File: src/rtl/capstone_pkg.sv
// Shared types and constants for the capstone fetch/decode slice.
// The end-of-program flag lives in the top bit of every program word.
package capstone_pkg;

  localparam int OP_W    = 3;
  localparam int INSTR_W = 32;
  localparam int END_BIT = 31;

  typedef enum logic [OP_W-1:0] {
    OP_PROC     = 3'b000,
    OP_LOAD_W   = 3'b001,
    OP_LOAD_A   = 3'b010,
    OP_STORE    = 3'b011,
    OP_SYNC     = 3'b100,
    OP_LOAD_DNN = 3'b101
  } opcode_t;

  typedef logic [1:0] fetch_state_t;
  localparam fetch_state_t IDLE  = 2'd0;
  localparam fetch_state_t FETCH = 2'd1;
  localparam fetch_state_t DRAIN = 2'd2;

  function automatic logic is_end_word(input logic [INSTR_W-1:0] word);
    return word[END_BIT];
  endfunction

endpackage

File: src/rtl/fetch_fifo.sv
// Small circular prefetch FIFO; the head entry is read straight from a storage
// register so instr/instr_valid carry no combinational path from memory.
module fetch_fifo #(
  parameter  int W     = 32,
  parameter  int DEPTH = 2,
  localparam int CNT_W = $clog2(DEPTH + 1),
  localparam int PTR_W = (DEPTH > 1) ? $clog2(DEPTH) : 1
) (
  input  logic             clk,
  input  logic             rst,
  input  logic             push,
  input  logic [W-1:0]     din,
  input  logic             pop,
  input  logic             flush,
  output logic [W-1:0]     dout,
  output logic             empty,
  output logic             full,
  output logic [CNT_W-1:0] count
);

  logic [W-1:0]     mem [DEPTH];
  logic [PTR_W-1:0] rd_ptr, wr_ptr;
  logic             do_push, do_pop;

  function automatic logic [PTR_W-1:0] ptr_inc(input logic [PTR_W-1:0] p);
    return (p == PTR_W'(DEPTH - 1)) ? '0 : p + PTR_W'(1);
  endfunction

  assign empty   = (count == '0);
  assign full    = (count == CNT_W'(DEPTH));
  assign do_pop  = pop && !empty;
  // A full FIFO still accepts a push when the head leaves in the same cycle.
  assign do_push = push && (!full || do_pop);
  assign dout    = mem[rd_ptr];

  always_ff @(posedge clk or posedge rst) begin
    if (rst) begin
      // NOTE: storage is reset too; it is only DEPTH words and instr must read 0 out of reset.
      for (int i = 0; i < DEPTH; i++) mem[i] <= '0;
      rd_ptr <= '0;
      wr_ptr <= '0;
      count  <= '0;
    end else if (flush) begin
      rd_ptr <= '0;
      wr_ptr <= '0;
      count  <= '0;
    end else begin
      // NOTE: non-blocking assignments keep every register update on the same edge, order-independent.
      if (do_push) begin
        mem[wr_ptr] <= din;
        wr_ptr      <= ptr_inc(wr_ptr);
      end
      if (do_pop) rd_ptr <= ptr_inc(rd_ptr);
      count <= count + CNT_W'(do_push) - CNT_W'(do_pop);
    end
  end

  assert property (@(posedge clk) disable iff (rst) !(pop && empty));

endmodule

File: src/rtl/instr_fetch.sv
// Instruction fetch: issues ordered reads from base_addr, buffers up to DEPTH words
// and hands them to decode until the end-flag word has been consumed.
module instr_fetch
  import capstone_pkg::*;
#(
  parameter int ADDR_W = 32,
  parameter int DEPTH  = 2
) (
  input  logic               clk,
  input  logic               rst,
  input  logic               start,
  input  logic [ADDR_W-1:0]  base_addr,
  input  logic               abort,
  output logic               busy,
  output logic               done,
  output logic               mem_req,
  output logic [ADDR_W-1:0]  mem_addr,
  input  logic               mem_gnt,
  input  logic               mem_rvalid,
  input  logic [INSTR_W-1:0] mem_rdata,
  output logic [INSTR_W-1:0] instr,
  output logic               instr_valid,
  input  logic               instr_ready
);

  localparam int CNT_W = $clog2(DEPTH + 1);

  fetch_state_t      state;
  logic [ADDR_W-1:0] pc;
  logic [CNT_W-1:0]  outstanding, out_nxt, fifo_cnt;
  logic [CNT_W:0]    occupancy;
  logic              end_seen, fifo_empty, fifo_full;
  logic              fire, push, pop, flush, end_in, prog_done;

  assign busy        = (state != IDLE);
  assign mem_addr    = pc;
  assign instr_valid = !fifo_empty;
  assign pop         = instr_valid && instr_ready;
  assign flush       = (state == FETCH) && abort;
  assign push        = (state == FETCH) && mem_rvalid && !end_seen && !abort;
  assign end_in      = push && is_end_word(mem_rdata);

  // A slot vacated by this cycle's pop is credited immediately, which is what
  // lets a DEPTH=2 FIFO sustain one instruction per cycle at zero wait states.
  // Once the gate opens it stays open until granted: pushes only move a word
  // from outstanding into the FIFO, so occupancy can only fall meanwhile.
  assign occupancy = {1'b0, outstanding} + {1'b0, fifo_cnt} - (CNT_W + 1)'(pop);
  assign mem_req   = (state == FETCH) && !end_seen && !end_in &&
                     (occupancy < (CNT_W + 1)'(DEPTH));
  assign fire      = mem_req && mem_gnt;

  always_comb begin
    // NOTE: defaults first in always_comb, so no path can leave a signal unassigned and infer a latch.
    out_nxt   = outstanding + CNT_W'(fire) - CNT_W'(mem_rvalid);
    prog_done = 1'b0;
    if (end_seen && out_nxt == '0)
      prog_done = (fifo_cnt == '0) || (fifo_cnt == CNT_W'(1) && pop);
  end

  always_ff @(posedge clk or posedge rst) begin
    if (rst) begin
      state       <= IDLE;
      pc          <= '0;
      outstanding <= '0;
      end_seen    <= 1'b0;
      done        <= 1'b0;
    end else begin
      done        <= 1'b0;
      outstanding <= out_nxt;
      if (fire)   pc       <= pc + ADDR_W'(4);
      if (end_in) end_seen <= 1'b1;
      case (state)
        IDLE: if (start) begin
          state    <= FETCH;
          pc       <= base_addr;
          end_seen <= 1'b0;
        end
        FETCH: begin
          if (abort) state <= DRAIN;
          else if (prog_done) begin
            state <= IDLE;
            done  <= 1'b1;
          end
        end
        DRAIN:   if (out_nxt == '0) state <= IDLE;
        default: state <= IDLE;
      endcase
    end
  end

  fetch_fifo #(.W(INSTR_W), .DEPTH(DEPTH)) u_fifo (
    .clk   (clk),
    .rst   (rst),
    .push  (push),
    .din   (mem_rdata),
    .pop   (pop),
    .flush (flush),
    .dout  (instr),
    .empty (fifo_empty),
    .full  (fifo_full),
    .count (fifo_cnt)
  );

  assert property (@(posedge clk) disable iff (rst) !(mem_rvalid && outstanding == '0));
  assert property (@(posedge clk) disable iff (rst) !(push && fifo_full && !pop));

endmodule

File: config.mk
export PLATFORM = sky130hd
export DESIGN_NAME = instr_fetch
export DESIGN_NICKNAME = d
export VERILOG_FILES = /design/src/rtl/capstone_pkg.sv /design/src/rtl/fetch_fifo.sv /design/src/rtl/instr_fetch.sv
export SDC_FILE = /design/constraint.sdc
export NUM_CORES = 1
export LEC_CHECK = 0
export ABC_CLOCK_PERIOD_IN_PS = 4740
export CAP_MARGIN = 20
export CORE_ASPECT_RATIO = 1.75
export CORE_MARGIN = 5
export CORE_UTILIZATION = 40
export DETAILED_ROUTE_END_ITERATION = 12
export HOLD_SLACK_MARGIN = 0.03
export PLACE_DENSITY = 0.68
export SYNTH_ARGS = -nofsm -noshare
export SYNTH_HDL_FRONTEND = slang
export SYNTH_SLANG_ARGS = --single-unit
File: constraint.sdc
create_clock -name clk -period 4.74 [get_ports clk]
set_clock_uncertainty 0.2 [all_clocks]
set_input_delay 0.474 -clock clk [delete_from_list [all_inputs] [get_ports clk]]
set_output_delay 0.474 -clock clk [all_outputs]
set_load 0.01 [all_outputs]
==> results.env <==
RUN_STATUS='finished, final reports clean'
DIE_Y_UM=161
DIODES=0
STATIC-LEAKAGE-POWER_nW=2.97
CRIT_PATH_END_KIND='flip-flop'
PLACED_CELLS_INCL_TAPS=748
COMBPWRFRAC_PCT=49.6
GRT_PASS1_WL_MM=21.7
HIGHEST_FANOUT_SEEN_ON_THE_CRITICAL_PATH=9
FIN_TNS_SETUP_NS=0
SYNTH-SIMPLE-AREA-SHARE_PCT=14.1
FP-ROW-COUNT=55
SYNTH.DISTINCT_CELLS=40
ACHIEVABLE-FREQUENCY_MHz=239
TIMING.CRITICAL_PATH.FROM_TYPE='input pin'
POWER_SWITCHING_SHARE_PCT=35.7
EDFF_COUNT_SYNTH=0
SEQ_AREA_FRAC_SYNTH_PCT=50.6
P_CLK_SHARE_PCT=14.3
IOS=139
FINALCRITICALPERIOD_NS=4.19
SYNTH_COMPOUND_GATE_AREA_SHARE_PCT=4.71
TRITONCTS_NUM_SINKS=106
MAX_CAP_VIOLATIONS=0
CTS_HOLD_BUF=0
MET2_GRT_UTIL_PCT=34.6
DRCVIOLATIONCOUNT=0
ROUTE.FINAL.WIRE_LENGTH_MM=13.4
PLACED_WIRE_LENGTH_ESTIMATE_AFTER_DETAILED_PLACEMENT_MM=10.2
HOLD_VIOL_FINAL=0
ANTENNA_LEFT=0
POWER_FRAC_SEQ_PCT=36.1
CLKTRANSATPATHREGS_NS=0.07
WORSTHOLDPATHCELLS=2
RSZ_0062_RAISED_AFTER_GLOBAL_ROUTING='false'
FINALCRITPERIODSHARE_PCT=88.4
CTS.REPAIR.RESIZED=0
MAIN_COMBINATIONAL_CELL_FAMILY_BY_AREA_AFTER_SYNTHESIS='multiplexers'
VIA_COUNT=4029
SYN_AREA_MM2=0.00524
HP-START='mem_addr[0]'
GLOBALROUTETOTALUTIL_PCT=18.1
CORE_MM2=0.0129
SYNTHARSTFLOPSHARE_PCT=100
TIMING.SETUP.CRITICAL_PATH_CLASS='in2reg'
SYNTH_ADDER_AREA_SHARE_PCT=2.05
CRITICAL_PATH_ORIGIN='instr_ready'
SYNTHESIS.YOSYS.WARNINGS=0
FINAL-SETUP-VIOL-COUNT=0
OVERALL_DIE_AREA_MM2=0.0156
FIRST_PASS_ITERS=4
WORST_SKEW_PAIR.LATE_LATENCY_NS=0.34
FIRST_GLOBAL_VIAS=4270
TOTALPOWERFINAL_mW=4.74
FLOORPLAN.INITIALDENSITY_PCT=40.7
CTS_ROOT_BUF='sky130_fd_sc_hd__clkbuf_16'
CTS-ROOT-TO-SINK-BUFFERS=2
SYNTHESIS.NETS=536
WORST-ENDPOINT-REQUIRED_NS=4.81
VIA_PER_INST=5.27
R2R.WORST_PATH.CELLS=12
LAYOUTNONFILLERINSTCOUNT=764
SYNTH_TOP_FLOP_CELL='sky130_fd_sc_hd__dfrtp_1'
AVGROUTEDWIREPERCELL_UM=17.6
SYN-INSTANCE-COUNT=457
TOTAL_CTS_BUFFERS=9
MAX_SLEW_HEADROOM_PCT=40.2
YS_SEQ_ELEMENTS=106
GRT_USE_MET1_PCT=19.1
FINAL_NET_COUNT=667
SYN_AVG_CELL_AREA_UM2=11.5
POST_SYNTH_XOR_AREA_FRACTION_PCT=4.35
TRITONCTS='done'
LAYOUT-AREA-OVERHEAD-VS-SYNTH_PCT=34.8
CP_DATA_ARRIVAL_TIME_NS=4.26
POWER_DENSITY_mW_PER_MM2=672
PLACE_CONGESTION=0.856
GRT_START_MAX_NET_PINS=42
COUNT_OF_FILL_CELLS_ADDED_DURING_FILLER_INSERTION=1173
POWER.SWITCHING_mW=1.70
POSTCTSSETUPBUFFERS=0
DIE_W_UM=96.5
PLACEMENT.IO_BUFFERS=138
DRIVE_ABOVE_1_SHARE_PCT=21.1
TIMING_WORST_SLEW_PIN_VALUE_NS=0.895
HOLD_PATH.CLASS='reg2reg'
GLOBALROUTEOVERFLOWTOTAL=0
IRDROPWORSTVDD_mV=0.265
GRT.BUSIEST_LAYER='met2'
TIMING.FINAL.MAX_SLEW_VIOLATIONS=0
GLOBAL_ROUTE.USAGE.MET3_PCT=3.12
DR.FIRST_ITER.DRC_COUNT=105
CTS_MAX_LEVEL=3
REG_TO_REG_START='u_fifo.count[1]'
POST_SYNTH_MUX_AREA_SHARE_PCT=21.3
ANTENNA_FOUND_INITIAL=0
CELLINTERNALPOWER_mW=3.05
## cell usage after synthesis (11+ instances only)
cell	instances	area, um^2
sky130_fd_sc_hd__mux2_2	98	1100
sky130_fd_sc_hd__xnor2_1	19	166
sky130_fd_sc_hd__nand3_1	27	135
sky130_fd_sc_hd__dfrtp_1	106	2650
sky130_fd_sc_hd__nand4_1	11	68.8
sky130_fd_sc_hd__inv_1	13	48.8
sky130_fd_sc_hd__nand2_1	45	169
sky130_fd_sc_hd__clkbuf_1	15	56.3
sky130_fd_sc_hd__nor2_1	12	45.0
sky130_fd_sc_hd__or4_1	12	90.1
sky130_fd_sc_hd__o21ai_0	18	90.1
## registers in the layout, summed over array words and instances, names as in the netlist, 2 cells and up
register	flops
outstanding	2
mem_addr	32
u_fifo.mem	64
u_fifo.count	2
state	2
## path summary, 6_finish.rpt
kind | to | slack (ns)
hold reg to reg | mem_addr[0] | 0.29
max in group asynchronous | u_fifo.mem[59] | 3.16
setup reg to reg | mem_addr[28] | 0.57
setup / recovery | mem_addr[28] | 0.55
hold / removal | mem_addr[0] | 0.29
min in group asynchronous | mem_addr[12] | 0.34
## worst max-delay path, stage by stage
cell	delay, ns
sky130_fd_sc_hd__clkdlybuf4s50_1	0.50
sky130_fd_sc_hd__and2_1	0.21
sky130_fd_sc_hd__ha_1	0.25
sky130_fd_sc_hd__inv_1	0.07
sky130_fd_sc_hd__nand2_1	0.07
sky130_fd_sc_hd__fa_1	0.50
sky130_fd_sc_hd__nand4bb_2	0.18
sky130_fd_sc_hd__or4_1	0.66
sky130_fd_sc_hd__or4_1	0.73
sky130_fd_sc_hd__or4_1	0.52
sky130_fd_sc_hd__nand3_1	0.09
## power by group through the flow
| stage | logic (mW) | clock network (mW) | registers, mW |
|---|---|---|---|
| 2_1_floorplan | 1.32 | 0 | 1.67 |
| 3_3_place_gp | 2.33 | 0 | 1.69 |
| 3_5_place_dp | 2.38 | 0 | 1.73 |
| 4_1_cts | 2.39 | 0.701 | 1.71 |
| 5_1_grt | 2.56 | 0.738 | 1.78 |
| 6_report | 2.35 | 0.676 | 1.71 |
## cell type report
type                       instances  area (um^2)  share of cell area (%)
clock inverter                     4         27.5                   0.390
sequential                       106         2650                    37.6
tap                              171          214                    3.03
timing repair buffer             145         1430                    20.3
inverter                          13         51.3                   0.727
clock buffer                      12          236                    3.35
multi-input combinational        313         2440                    34.6
## logic make-up after synthesis
group / after synthesis
multiplexers: 99
AO/OA/AOI/OAI: 40
adder cells (fa/ha/maj): 8
XOR/XNOR: 26
AND/OR/NAND/NOR: 140
buffers and inverters: 38
flip-flops: 106
## placed cells by master, fill, tap and decap left out, types with 9 or more instances in the layout
| cell | count |
|---|---|
| sky130_fd_sc_hd__inv_1 | 12 |
| sky130_fd_sc_hd__o21ai_0 | 18 |
| sky130_fd_sc_hd__clkdlybuf4s50_1 | 138 |
| sky130_fd_sc_hd__xnor2_1 | 19 |
| sky130_fd_sc_hd__clkbuf_16 | 9 |
| sky130_fd_sc_hd__nand3_1 | 27 |
| sky130_fd_sc_hd__or4_1 | 12 |
| sky130_fd_sc_hd__mux2_2 | 98 |
| sky130_fd_sc_hd__nand4_1 | 11 |
| sky130_fd_sc_hd__nand2_1 | 45 |
| sky130_fd_sc_hd__dfrtp_1 | 106 |
| sky130_fd_sc_hd__nor2_1 | 11 |
## per-stage QoR
step | setup slack [ns] | util [%] | area (um^2) | hold WS, ns
6_report | 0.550 | 54.9 | 7060 | 0.292
3_5_place_dp | 0.204 | 52.8 | 6800 | 0.277
3_3_place_gp | 0.292 | 52.8 | 6800 | 0.262
5_1_grt | 0.297 | 54.9 | 7060 | 0.325
2_1_floorplan | 0.649 | - | 5240 | 0.274
4_1_cts | 0.568 | 54.9 | 7060 | 0.293
## layer usage
layer / share of wire, % / up-vias
met5: 0 / -
met4: 1.8 / 0
met3: 4.8 / 20
met2: 58 / 101
met1: 35 / 2020
li1: - / 1888
No activity file was read; power rests on OpenSTA's default activity.
